[src/rtl/mult_rr_scheduler_pkg.sv]
// Shared constants and helpers for the round-robin multiplier scheduler.
// Provides default sizes, the round-robin selector and a one-hot encoder.
package mult_rr_scheduler_pkg;

    localparam int DEF_W    = 4;
    localparam int DEF_NREQ = 4;
    localparam int DEF_IDW  = 2;
    localparam int DEF_CNTW = 16;

    // Helpers work on a fixed maximum width; callers zero-extend/truncate.
    localparam int MAXREQ = 32;
    localparam int MAXIDW = 5;

    // First set bit of req at or after ptr, wrapping modulo n.
    function automatic logic [MAXREQ-1:0] rr_select(
        input logic [MAXREQ-1:0] req,
        input int                ptr,
        input int                n
    );
        logic [MAXREQ-1:0] g;
        logic              found;
        int                s;
        logic [MAXIDW-1:0] idx;
        g     = '0;
        found = 1'b0;
        for (int k = 0; k < MAXREQ; k++) begin
            s = ptr + k;
            if (s >= n) s = s - n;
            idx = MAXIDW'(s);
            if (k < n && !found && req[idx]) begin
                g[idx] = 1'b1;
                found  = 1'b1;
            end
        end
        return g;
    endfunction

    function automatic logic [MAXIDW-1:0] oh_to_idx(
        input logic [MAXREQ-1:0] oh
    );
        logic [MAXIDW-1:0] idx;
        idx = '0;
        for (int i = 0; i < MAXREQ; i++) begin
            if (oh[i]) idx = idx | MAXIDW'(i);
        end
        return idx;
    endfunction

endpackage

[src/rtl/mult_rr_scheduler_rr_arbiter.sv]
// Round-robin arbiter: grants the first requester at/after the pointer.
// Ports: req_i, ptr_i, enable_i -> grant_o (one-hot), grant_id_o, any_grant_o.
module mult_rr_scheduler_rr_arbiter
    import mult_rr_scheduler_pkg::*;
#(
    parameter int NREQ = DEF_NREQ,
    parameter int IDW  = DEF_IDW
) (
    input  logic [NREQ-1:0] req_i,
    input  logic [IDW-1:0]  ptr_i,
    input  logic            enable_i,
    output logic [NREQ-1:0] grant_o,
    output logic [IDW-1:0]  grant_id_o,
    output logic            any_grant_o
);

    logic [NREQ-1:0] sel;

    assign sel         = NREQ'(rr_select(MAXREQ'(req_i), int'(ptr_i), NREQ));
    assign grant_o     = enable_i ? sel : '0;
    assign grant_id_o  = IDW'(oh_to_idx(MAXREQ'(grant_o)));
    assign any_grant_o = |grant_o;

endmodule

[src/rtl/mult_rr_scheduler.sv]
// Shares one registered WxW multiplier among NREQ requesters, round-robin.
// Ports: clk, rst, enable, req_valid/a/b/ready, resp_valid/id/product,
//        stats_clr, busy_count (saturating grant-cycle counter).
module mult_rr_scheduler
    import mult_rr_scheduler_pkg::*;
#(
    parameter int W    = DEF_W,
    parameter int NREQ = DEF_NREQ,
    parameter int IDW  = DEF_IDW,
    parameter int CNTW = DEF_CNTW
) (
    input  logic              clk,
    input  logic              rst,
    input  logic              enable,
    input  logic [NREQ-1:0]   req_valid,
    input  logic [NREQ*W-1:0] req_a,
    input  logic [NREQ*W-1:0] req_b,
    output logic [NREQ-1:0]   req_ready,
    output logic              resp_valid,
    output logic [IDW-1:0]    resp_id,
    output logic [2*W-1:0]    resp_product,
    input  logic              stats_clr,
    output logic [CNTW-1:0]   busy_count
);

    logic [IDW-1:0]  ptr_q, ptr_d;
    logic [NREQ-1:0] grant;
    logic [IDW-1:0]  gid;
    logic            any_grant;
    logic [W-1:0]    a_sel, b_sel;
    logic [2*W-1:0]  prod_d;
    logic            resp_valid_q;
    logic [IDW-1:0]  resp_id_q;
    logic [2*W-1:0]  resp_product_q;
    logic [CNTW-1:0] busy_q, busy_d;

    // Gating with rst keeps req_ready low for the whole reset window.
    mult_rr_scheduler_rr_arbiter #(
        .NREQ (NREQ),
        .IDW  (IDW)
    ) u_arb (
        .req_i       (req_valid),
        .ptr_i       (ptr_q),
        .enable_i    (enable & ~rst),
        .grant_o     (grant),
        .grant_id_o  (gid),
        .any_grant_o (any_grant)
    );

    assign req_ready = grant;

    always_comb begin
        ptr_d = ptr_q;
        if (any_grant) begin
            ptr_d = (gid == IDW'(NREQ-1)) ? '0 : gid + IDW'(1);
        end
    end

    // Grant is one-hot, so the loop acts as a plain operand mux.
    always_comb begin
        a_sel = '0;
        b_sel = '0;
        for (int i = 0; i < NREQ; i++) begin
            if (grant[i]) begin
                a_sel = req_a[i*W +: W];
                b_sel = req_b[i*W +: W];
            end
        end
    end

    assign prod_d = (2*W)'(a_sel) * (2*W)'(b_sel);

    always_comb begin
        busy_d = busy_q;
        if (stats_clr) begin
            busy_d = '0;
        end else if (any_grant && busy_q != '1) begin
            busy_d = busy_q + CNTW'(1);
        end
    end

    always_ff @(posedge clk or posedge rst) begin
        if (rst) begin
            ptr_q          <= '0;
            resp_valid_q   <= 1'b0;
            resp_id_q      <= '0;
            resp_product_q <= '0;
            busy_q         <= '0;
        end else begin
            ptr_q        <= ptr_d;
            resp_valid_q <= any_grant;
            busy_q       <= busy_d;
            if (any_grant) begin
                resp_id_q      <= gid;
                resp_product_q <= prod_d;
            end
        end
    end

    assign resp_valid   = resp_valid_q;
    assign resp_id      = resp_id_q;
    assign resp_product = resp_product_q;
    assign busy_count   = busy_q;

endmodule

[config.mk]
export PLATFORM = sky130hd
export DESIGN_NAME = mult_rr_scheduler
export DESIGN_NICKNAME = d
export VERILOG_FILES = /design/src/rtl/mult_rr_scheduler_pkg.sv /design/src/rtl/mult_rr_scheduler_rr_arbiter.sv /design/src/rtl/mult_rr_scheduler.sv
export SDC_FILE = /design/constraint.sdc
export NUM_CORES = 1
export LEC_CHECK = 0
export CAP_MARGIN = 20
export CORE_UTILIZATION = 53
export CTS_CLUSTER_SIZE = 14
export DETAILED_ROUTE_END_ITERATION = 10
export PLACE_DENSITY_LB_ADDON = 0.25
export SKIP_CTS_REPAIR_TIMING = 1
export SYNTH_ARGS = -nofsm -noshare
export SYNTH_HDL_FRONTEND = slang
export SYNTH_SLANG_ARGS = --single-unit
[constraint.sdc]
create_clock -name clk -period 13.2 [get_ports clk]
set_clock_uncertainty 0.05 [all_clocks]
set_input_delay 1.32 -clock clk [delete_from_list [all_inputs] [get_ports clk]]
set_output_delay 1.32 -clock clk [all_outputs]
set_load 0.03 [all_outputs]
; Word level (Yosys, flattened, before mapping)
; Cells that the tools add are included.
[word_totals]
register_bits = 29
inputBits = 40
output_inout_bits = 31
wordCells = 89
[op_classes]
add_sub_neg = 9
mul = 1
magnitude_cmp = 12
eq_ne = 2
muxes = 42
bitwise_logic = 5
reduce_logical = 13
[ops]
columns = cell, n
row1 = ">= comparator 32 x 4 -> 1 bit, second input constant", 3
row2 = two-way mux 4 bit, 13
row3 = two-way mux 16 bit, 2
row4 = "< comparator 5 x 6 -> 1 bit, second input constant", 4
row5 = binary-select mux 1 bit (select 5 bit), 4
row6 = demux 1 bit (select 5 bit), 4
row7 = ">= comparator 5 x 1 -> 1 bit, second input constant", 4
row8 = two-way mux 5 bit, 4
row9 = "adder 16 x 1 -> 16 bit, second input constant", 1
row10 = "inequality test 16 bit, second input constant", 1
row11 = "subtractor 5 x 4 -> 5 bit, second input constant", 3
row12 = two-way mux 1 bit, 12
row13 = bitwise OR 4 bit, 3
row14 = logical AND 1 bit, 8
row15 = multiplier 4 x 4 -> 8 bit, 1
row16 = "adder 2 x 2 -> 3 bit, second input constant", 2
row17 = two-way mux 2 bit, 3
row18 = OR reduction 4 bit, 1
row19 = "subtractor 2 x 3 -> 4 bit, second input constant", 1
row20 = "adder 2 x 1 -> 3 bit, second input constant", 1
row21 = ">= comparator 2 x 3 -> 1 bit, second input constant", 1
row22 = logical NOT 1 bit, 3
row23 = "adder 2 x 1 -> 2 bit, second input constant", 1
row24 = "equality test 2 bit, second input constant", 1
row25 = other kinds (3), 3

; Logic depth before layout (Yosys ltp)
; Gate-level depths: netlist (run 1).
[logic_depth]
word_depth = 20
mapped_depth = 23
mapped_depth_nobuf = 20

; Cells and area by module
; A second synthesis (run 1) with hierarchy kept.
[unflattened]
hier_cells = 284
area_unflattened_um2 = 2593.7
[modules_own_cells]
columns = module, instances, cells_each, area_per_inst_um2, seq_area_each_um2
row1 = mult_rr_scheduler, 1, 232, 2157.1, 725.7
row2 = mult_rr_scheduler_rr_arbiter, 1, 52, 436.7, 0.0

; Least setup slack after synthesis (run 1)
; OpenSTA, ideal clock, no wires.
[synth_path]
path_kind = input to register
start = in req_valid[3]
end = reg resp_product_q[7] (netlist: resp_product[7])
setup_time_ps = 125
t_arrival_ps = 5877
required_time_ps = 13025
setup_slack_ps = 7148
cell_stages = 19
n_path_buf = 3
path_cell_list = mux4_2 buf_6 a221o_1 buf_6 or2_1 buf_2 o311ai_1 o221ai_1 or2_1 fa_1 inv_1 fa_1 ha_1 a21o_1 a21oi_1 o21bai_1 a21oi_1 xnor2_1 mux2_2
[synth_between]
elab_chain_cells = 18
elab_cells_between_ends = 35
[synth_lines]
columns = element, line
row1 = from (decl), mult_rr_scheduler.sv:15  ; input logic [NREQ-1:0] req_valid,
row2 = binary-select mux 1 bit (select 5 bit), mult_rr_scheduler_pkg.sv:30  ; if (k < n && !found && req[idx]) begin
row3 = two-way mux 1 bit (not written as such), mult_rr_scheduler_pkg.sv:30
row4 = two-way mux 1 bit, mult_rr_scheduler_pkg.sv:30
row5 = logical NOT 1 bit, mult_rr_scheduler_pkg.sv:30
row6 = logical AND 1 bit, mult_rr_scheduler_pkg.sv:30
row7 = two-way mux 1 bit, mult_rr_scheduler_pkg.sv:30
row8 = logical NOT 1 bit, mult_rr_scheduler_pkg.sv:30
row9 = logical AND 1 bit, mult_rr_scheduler_pkg.sv:30
row10 = two-way mux 1 bit, mult_rr_scheduler_pkg.sv:30
row11 = logical NOT 1 bit, mult_rr_scheduler_pkg.sv:30
row12 = logical AND 1 bit, mult_rr_scheduler_pkg.sv:30
row13 = two-way mux 4 bit *, mult_rr_scheduler_pkg.sv:30
row14 = two-way mux 4 bit *, mult_rr_scheduler_rr_arbiter.sv:20  ; assign grant_o = enable_i ? sel : '0;
row15 = two-way mux 4 bit (4 in series), mult_rr_scheduler.sv:64  ; if (grant[i]) begin
row16 = multiplier 4 x 4 -> 8 bit, mult_rr_scheduler.sv:71  ; assign prod_d = (2*W)'(a_sel) * (2*W)'(b_sel);
row17 = to (signal assigned), mult_rr_scheduler.sv:95  ; resp_product_q <= prod_d;
row18 = to (decl), mult_rr_scheduler.sv:34  ; logic [2*W-1:0] resp_product_q;
; Every way passes the cells marked *; elsewhere a longest branch is shown, timed or not. The select of a mux whose other input is x is not followed.
; A chain may end at the register's enable or synchronous reset.

; Final worst setup path (run 1)
; Same ends and word-level chain as after synthesis.

==> flow_summary.yaml, run 1 <==
setup_path:
  ff2ff_setup_slack_ns: 6.96
  crit_arrival_ns: 6.89
  cpLargestDelayFamily: "compound AO/OA/AOI/OAI gates"
  rr_startpoint: "ptr_q[0]$_DFFE_PP0P_"
  path_class: "in -> reg"
  required_ns: 13.31
  slowest_delay_ns: 0.53
  crit_start: "req_valid[3]"
  startpoint_type: "primary input"
  critPathMaxFanout: 10
  setup.worst_path.end_class: "flop"
  cp_cell_sequence: "clkdlybuf4s50_1 > mux2_1 > a22oi_2 > nand3_1 > nor4_1 > o21ai_1 > o311ai_1 > o221ai_1 > or2_1 > fa_1 > inv_1 > fa_1 > ha_1 > a21o_1 > a21oi_1 > o21bai_1 > a21oi_1 > xnor2_1 > mux2_2"
  critPathBufInv: 2
  cpMaxStageDelayCell: "fa_1"
cts:
  clock_path_buffers: 2
  numCtsBuffers: 5
  h-tree-depth: 2
  root_buffer: "clkbuf_8"
  cts_sinks: 29
  insertion_delay_ns: 0.28
  cts_tree: "built"
  cts.reportedPaths.clkPinSlew_ns: 0.06
yosys:
  synthFlopType: "dfrtp_1"
  yosysWarnings: 0
  syn_inst: 267
  yosys_register_bits: 29
  seq_area_frac_synth_pct: 28.2
  synth-edff-count: 0
  synth.distinct_cells: 54
  netlist_area_um2: 2570
  syn_nets: 332
  syn_area_per_cell_um2: 9.64
  async_reset_ff_share_pct: 100
global_route:
  grt_pass1_wl_um: 9850
  grt_pass1_vias: 2170
  grt.total_usage_pct: 24.1
  grt_start_max_net_pins: 30
  antenna_found_initial: 0
  overflow: 0
placement:
  dp_slack_ns: 6.17
  io_buffers: 70
  dp_hpwl_um: 4520
  dpl-instance-area_um2: 3260
  place.gp.congestion: 0.859
floorplan:
  std_cell_rows: 24
  fp.dieW_um: 71.7
  fp.coreArea_um2: 4500
  die_y_um: 71.7
  die-area_um2: 5140
  io_pins: 71
  start_util_pct: 57.2
layout:
  antenna_cells: 0
  multiInputGateArea_um2: 1670
  final_nets: 398
  n_fill_cell: 341
  seq_area_um2: 726
  fin_area_um2: 3370
  drive_above_1_share_pct: 9.01
  area_growth_pct: 31.0
routing:
  wl_per_cell_um: 15.0
  drt-pass1-iter-count: 4
  first_iter_violations: 89
  wl_um: 5780
  dr_total_vias: 2307
  drtAntennaViolNets: 0
  viasPerCell: 5.99
  drc_errors: 0
sta:
  setup_tns_ns: 0
  rsz0062_at_grt: "false"
  maxSlewViolCount: 0
  period_minus_slack_ns: 6.78
  final-setup-viol-count: 0
  tightest_slew_ns: 1.03
  fin_crit_sh_pct: 51.3
  max_freq_mhz: 148
  holdWs_ns: 0.463
  max_slew_margin_pct: 31.1
  setup_slack_ns: 6.42
  hold_violations: 0
hold_path:
  worstHoldPathType: "reg -> reg"
  hp-start: "resp_product[2]$_DFFE_PP0P_"
flow_run:
  maxCapViolCount: 0
power_and_ir_drop:
  power.density_nw_per_um2: 163
  peakVddDrop_mv: 0.121
  p_leak_nw: 1.49
outcome:
  status: "finished, final reports clean"
==> routing by layer <==
layer,track usage [%],routed length [µm],vias up
met1,31.0,2580,1083
met3,3.80,257,10
met2,41.6,2840,89
met5,0,0,-
met4,7.84,97,0
li1,-,-,1125
==> worst register-to-register path, cell delays in order, from the launching register on <==
cell      delay [ns]
dfrtp_1         0.65
inv_1           0.21
ha_1            0.46
or3_1           0.24
nand2_1         0.17
nor4_1          0.55
o21ai_1         0.37
o311ai_1        0.44
o221ai_1        0.27
or2_1           0.31
fa_1            0.50
inv_1           0.05
fa_1            0.53
ha_1            0.34
a21o_1          0.18
a21oi_1         0.21
o21bai_1        0.08
a21oi_1         0.18
xnor2_1         0.08
mux2_2          0.25
==> cell usage after synthesis, types with 3 or more instances <==
cell type   n  share of area (%)
a211oi_1    3               0.87
a21oi_1     9                1.7
a221o_1     3                1.2
a311oi_1    6                2.0
and3_1      7                1.7
buf_2       3               0.58
buf_6       5                2.2
clkbuf_1    4               0.58
dfrtp_1    29                 28
fa_1        4                3.1
ha_1       21                 10
inv_1      23                3.4
mux2_1      7                3.1
mux2_2      5                2.2
mux4_2      3                2.6
nand2_1     6               0.87
nand3_1     9                1.7
nand4_1     3               0.73
nor2_1     31                4.5
nor2b_1     9                2.2
o211ai_1    8                2.3
o21ai_1     4               0.78
o221ai_1    7                2.4
o311ai_1    8                2.7
or2_1       4               0.97
xnor2_1    10                3.4
==> logic make-up (layout without fill, tap and decap cells) <==
group	count (synthesis)	after routing	synth area share, %
adder cells (fa/ha/maj)	25	25	13.3
flip-flops	29	29	28.2
AND/OR/NAND/NOR	84	84	17.9
buffers and inverters	36	102	6.85
multiplexers	18	18	9.23
AO/OA/AOI/OAI	65	65	21.1
XOR/XNOR	10	10	3.40
==> placed cells by master, fill, tap and decap left out, drive strengths merged, types with 2 or more instances in the layout <==
cell	n
a211oi	3
a21bo	2
a21o	2
a21oi	10
a221o	4
a311oi	6
a31oi	2
and3	7
and4	2
buf	2
clkbuf	7
clkdlybuf4s50	70
dfrtp	29
fa	4
ha	21
inv	23
mux2	13
mux2i	2
mux4	3
nand2	6
nand2b	2
nand3	10
nand3b	2
nand4	3
nor2	31
nor2b	9
nor4	4
o211ai	8
o21ai	6
o221ai	8
o311ai	8
o41ai	2
or2	4
or3	2
xnor2	10
==> final timing paths <==
kind	to	cells after the start
max in group asynchronous	busy_count[8]$_DFFE_PP0P_	3
worst max register to register	resp_product[7]$_DFFE_PP0P_	19
worst min register to register	resp_product[2]$_DFFE_PP0P_	1
worst min-delay path	resp_product[2]$_DFFE_PP0P_	1
worst max-delay path	resp_product[7]$_DFFE_PP0P_	19
min in group asynchronous	resp_id[0]$_DFFE_PP0P_	2
==> where the power goes <==
group          internal (mW)  leakage, nW  switching (mW)  total, mW
Clock                 0.0412       0.0443          0.0300     0.0711
Combinational          0.141         1.06           0.210      0.352
Sequential             0.107        0.390          0.0212      0.128
==> layout make-up <==
cell class / count / area share, %
clock buffers: 7 / 2.56
inverters: 23 / 2.56
multi-input cells: 202 / 49.6
flip-flops and latches: 29 / 21.5
well taps: 52 / 1.93
repair buffers: 72 / 21.8
==> through the flow <==
stage	utilization, %	total power [mW]	instances
floorplan	-	0.402	267
CTS	74.3	0.548	384
detailed placement	72.3	0.475	377
global route	74.9	0.591	385
finish	74.9	0.551	385
global placement	72.3	0.466	377
==> state kept, by name, summed over array words and instances, names as in the netlist <==
register      count
busy_count       16
resp_product      8
ptr_q             2
resp_id           2
resp_valid        1
Power figures use the tool's default switching activity.
==> run 2, diff against run 1 <==
Settings changed: CORE_UTILIZATION 53 to 44.
Clock period 13.2 ns to 5.9 ns, I/O delays scaled along.
==> run 2 against run 1 <==
Critical path depth fell by 1. Register-to-register slack got worse by 6.6 ns. Global-route usage down 2.1 points. Die area rose by 20%. Power grew to 2.6 times the previous value. Wire length increased by 13%. Final cell count is 11% higher. First-iteration DRC count is 30% lower. Non-clock buffer count grew 21. Via count increased by 4.3%.
==> flow_summary.yaml, run 2 (synthesis gave the netlist of run 1 again) <==
setup_path:
  ff2ff_setup_slack_ns: 0.34
  setup.worst_path.end_class: "flop"
  crit_start: "req_valid[3]"
  rr_startpoint: "ptr_q[1]$_DFFE_PP0P_"
  r2r_end: "resp_product[7]$_DFFE_PP0P_"
  path_class: "in -> reg"
  worstRegToRegCells: 19
  crit_arrival_ns: 5.72
  required_ns: 6.02
  startpoint_type: "primary input"
  critPathMaxFanout: 10
power_and_ir_drop:
  total_power_mw: 1.45
  power.density_nw_per_um2: 398
  peakVddDrop_mv: 0.253
  p_leak_nw: 1.63
layout:
  final_nets: 419
  fin_area_um2: 3650
  antenna_cells: 0
  largest_reg_flops: 16
  final_cell_mix: "70 x clkdlybuf4s50_1, 31 x nor2_1, 28 x dfrtp_1, 23 x inv_1, 22 x buf_4"
  mostFrequentLayoutCell: "clkdlybuf4s50_1"
  post_layout_nonfiller_instances: 427
  area_growth_pct: 41.9
  drive_above_1_share_pct: 16.3
cts:
  root_buffer: "clkbuf_8"
  cts_tree: "built"
  cts_sinks: 29
  numCtsBuffers: 5
  clock_path_buffers: 2
  h-tree-depth: 2
  cts.reportedPaths.clkPinSlew_ns: 0.07
  insertion_delay_ns: 0.28
global_route:
  grt_pass1_wl_um: 10800
  grt_start_max_net_pins: 23
  grt.total_usage_pct: 22.0
  grt_pass1_vias: 2402
  antenna_found_initial: 0
  overflow: 0
floorplan:
  die-area_um2: 6160
  fp.coreArea_um2: 5570
  start_util_pct: 46.2
  fp.dieW_um: 78.5
  die_y_um: 78.5
  io_pins: 71
  std_cell_rows: 27
placement:
  dpl-instance-area_um2: 3460
  dp_cells: 418
  place.gp.congestion: 0.897
  dp_hpwl_um: 5050
  io_buffers: 70
hold_path:
  holdPathStages: 1
  worstHoldPathType: "reg -> reg"
  worstHoldEndpoint: "resp_id[0]$_DFFE_PP0P_"
  hp-start: "resp_id[0]$_DFFE_PP0P_"
sta:
  period_minus_slack_ns: 5.60
  final-setup-viol-count: 0
  max_freq_mhz: 179
  max_slew_margin_pct: 44.7
  fin_crit_sh_pct: 94.8
  maxSlewViolCount: 0
  holdWs_ns: 0.435
  hold_violations: 0
  tightest_slew_ns: 0.824
routing:
  viasPerCell: 5.63
  drt-pass1-iter-count: 4
  wl_um: 6520
  dr_total_vias: 2406
  wl_per_cell_um: 15.3
  drtAntennaViolNets: 0
  drc_errors: 0
  first_iter_violations: 62
outcome:
  status: "finished, final reports clean"
flow_run:
  maxCapViolCount: 0
run 2: cell count changes in the layout (fill, tap and decap cells not counted), sizes merged:
cell | before | now
clkbuf | 7 | 5
bufinv | 0 | 2
clkinv | 0 | 1
buf | 2 | 23
run 2: area by class of cell:
cell class	instances	area (µm²)
Sequential cell	29	727
Timing Repair Buffer	93	893
Clock inverter	3	65.1
Multi-Input combinational cell	202	1720
Fill cell	469	1920
Clock buffer	5	68.8
Tap cell	72	90.1
Inverter	23	86.3
run 2: how the worst max path moves through the flow:
| stage | end | slack (ns) | cells after the start |
|---|---|---|---|
| after CTS | resp_product[7]$_DFFE_PP0P_ | 0.28 | 18 |
| after global placement | resp_product[7]$_DFFE_PP0P_ | 0.10 | 19 |
| after detailed placement | resp_product[7]$_DFFE_PP0P_ | -0.02 | 18 |
| final | resp_product[7]$_DFFE_PP0P_ | 0.30 | 18 |
| after global routing | resp_product[7]$_DFFE_PP0P_ | -0.03 | 19 |
| after floorplan | resp_product[7]$_DFFE_PP0P_ | 0.53 | 20 |
run 2: critical path, cell delays in order:
cell and delay, ns:
clkdlybuf4s50_1 0.48, mux4_2 0.63, buf_4 0.20, nor4_2 0.36
o21ai_1 0.25, o311ai_1 0.31, o221ai_1 0.20, or2_1 0.28
fa_1 0.54, inv_1 0.06, fa_1 0.52, ha_1 0.32
a21o_1 0.18, a21oi_1 0.20, o21bai_1 0.08, a21oi_1 0.18
xnor2_1 0.08, mux2_2 0.25
run 2: routing by layer:
metal / wire [µm] / track usage [%] / vias to the layer above
met4: 156 / 9.07 / 0
met5: 0 / 0 / -
met1: 2960 / 26.8 / 1135
li1: - / - / 1167
met3: 329 / 3.72 / 15
met2: 3070 / 38.3 / 89
run 2: power by group:
part	internal [mW]	total [mW]	switching (mW)
registers	0.240	0.273	0.0330
logic	0.401	0.935	0.534
clock network	0.168	0.246	0.0785
total	0.809	1.45	0.645
run 2: stage by stage:
step / setup TNS (ns) / worst slack (ns) / utilization, %
final: 0 / 0.304 / 65.5
after global routing: -0.0310 / -0.0310 / 65.5
after CTS: 0 / 0.278 / 64.5
after detailed placement: -0.0214 / -0.0214 / 62.1
after global placement: 0 / 0.103 / 61.6
after floorplan: 0 / 0.528 / -
==> run 3, diff against run 2 <==
Settings changed: CTS_BUF_LIST set to sky130_fd_sc_hd__clkbuf_16.
==> run 3 against run 2 <==
Register-to-register slack got worse by 0.02 ns. First-iteration DRC count increased by 42%. Wire length increased by 4.2%. Non-clock buffer count unchanged. Critical path type unchanged. Global-route usage about the same. Maximum frequency about the same. Critical endpoint unchanged. Worst setup slack improved by 0.0051 ns. Largest cell class unchanged. Final cell count increased by 0.23%. Die area unchanged.
==> flow_summary.yaml, run 3 (synthesis gave the netlist of run 1 again) <==
power_and_ir_drop:
  peakVddDrop_mv: 0.265
  p_leak_nw: 1.67
  power.density_nw_per_um2: 416
layout:
  largest_reg_flops: 16
  final_cell_mix: "70 x clkdlybuf4s50_1, 31 x nor2_1, 28 x dfrtp_1, 23 x inv_1, 22 x buf_4"
  final_nets: 420
  seq_area_um2: 727
  antenna_cells: 0
  area_growth_pct: 45.2
  multiInputGateArea_um2: 1750
  n_fill_cell: 450
  fin_area_um2: 3740
  drive_above_1_share_pct: 16.6
  mostFrequentLayoutCell: "clkdlybuf4s50_1"
floorplan:
  die-area_um2: 6160
  std_cell_rows: 27
  start_util_pct: 46.2
  die_y_um: 78.5
  io_pins: 71
  fp.coreArea_um2: 5570
  fp.dieW_um: 78.5
sta:
  maxSlewViolCount: 0
  holdWs_ns: 0.432
  max_freq_mhz: 179
  max_slew_margin_pct: 44.3
  period_minus_slack_ns: 5.59
  fin_crit_sh_pct: 94.8
  tightest_slew_ns: 0.829
  final-setup-viol-count: 0
  hold_violations: 0
global_route:
  grt_start_max_net_pins: 23
  antenna_found_initial: 0
  overflow: 0
  grt.total_usage_pct: 22.1
  grt_pass1_vias: 2399
  grt_pass1_wl_um: 10800
hold_path:
  hp-start: "resp_id[0]$_DFFE_PP0P_"
  worstHoldPathType: "reg -> reg"
routing:
  drtAntennaViolNets: 0
  drc_errors: 0
  dr_total_vias: 2464
  wl_um: 6790
  viasPerCell: 5.76
  first_iter_violations: 88
  drt-pass1-iter-count: 4
  wl_per_cell_um: 15.9
cts:
  root_buffer: "clkbuf_16"
  cts.reportedPaths.clkPinSlew_ns: 0.05
  cts_tree: "built"
  insertion_delay_ns: 0.27
  cts_sinks: 29
  numCtsBuffers: 5
  clock_path_buffers: 2
  h-tree-depth: 2
placement:
  dpl-instance-area_um2: 3460
  dp_hpwl_um: 5050
  io_buffers: 70
  place.gp.congestion: 0.897
flow_run:
  maxCapViolCount: 0
setup_path:
  crit_start: "req_valid[3]"
  rr_startpoint: "ptr_q[1]$_DFFE_PP0P_"
  critPathMaxFanout: 7
  required_ns: 6.01
  path_class: "in -> reg"
  startpoint_type: "primary input"
  setup.worst_path.end_class: "flop"
  crit_arrival_ns: 5.70
outcome:
  status: "finished, final reports clean"
[run 3: cell count changes in the layout (fill, tap and decap cells not counted), sizes merged]
cell / change
mux4: +1
[run 3: path summary, 6_finish.rpt]
path	endpoint	slack, ns	cells after the start
min in group asynchronous	busy_count[10]$_DFFE_PP0P_	0.65	2
max in group asynchronous	ptr_q[1]$_DFFE_PP0P_	4.67	3
setup / recovery	resp_product[7]$_DFFE_PP0P_	0.31	20
hold / removal	resp_id[0]$_DFFE_PP0P_	0.43	1
hold reg to reg	resp_id[0]$_DFFE_PP0P_	0.43	1
setup reg to reg	resp_product[7]$_DFFE_PP0P_	0.32	19
[run 3: metrics by stage]
stage	std cells	TNS (ns)	setup slack [ns]	utilization, %	power [mW]
2_1_floorplan	267	0	0.528	-	0.899
3_3_place_gp	417	0	0.103	61.6	1.14
3_5_place_dp	418	-0.0214	-0.0214	62.1	1.15
4_1_cts	426	0	0.265	65.5	1.49
5_1_grt	428	-0.0209	-0.0209	67.1	1.65
6_report	428	0	0.309	67.1	1.55
[run 3: layer usage]
metal	share of wire, %	GRT usage (%)	vias up
met1	44	26.8	1153
met5	0	0	-
li1	-	-	1177
met2	47	38.3	112
met3	6.0	3.72	22
met4	3.2	9.26	0
[run 3: cell type report]
type,count,area share (%)
Multi-Input combinational cell,203,46.9
Timing Repair Buffer,93,23.9
Sequential cell,29,19.4
Clock buffer,5,3.35
Tap cell,72,2.41
Inverter,23,2.31
Clock inverter,3,1.74
[run 3: critical path, stage by stage]
cell and delay [ns]:
clkdlybuf4s50_1 0.51, mux2_1 0.36, a22oi_2 0.28, nor4_4 0.07, buf_4 0.14, a221o_2 0.39, o21ai_1 0.28, or3_4 0.23
o221ai_1 0.15, or2_1 0.28, fa_1 0.54, inv_1 0.06, fa_1 0.52, ha_1 0.32, a21o_1 0.18, a21oi_1 0.20
o21bai_1 0.08, a21oi_1 0.18, xnor2_1 0.08, mux2_2 0.25
[run 3: power breakdown]
group	switching [mW]	internal (mW)	total (mW)
combinational	0.543	0.408	0.951
clock	0.0879	0.241	0.329
sequential	0.0347	0.240	0.275
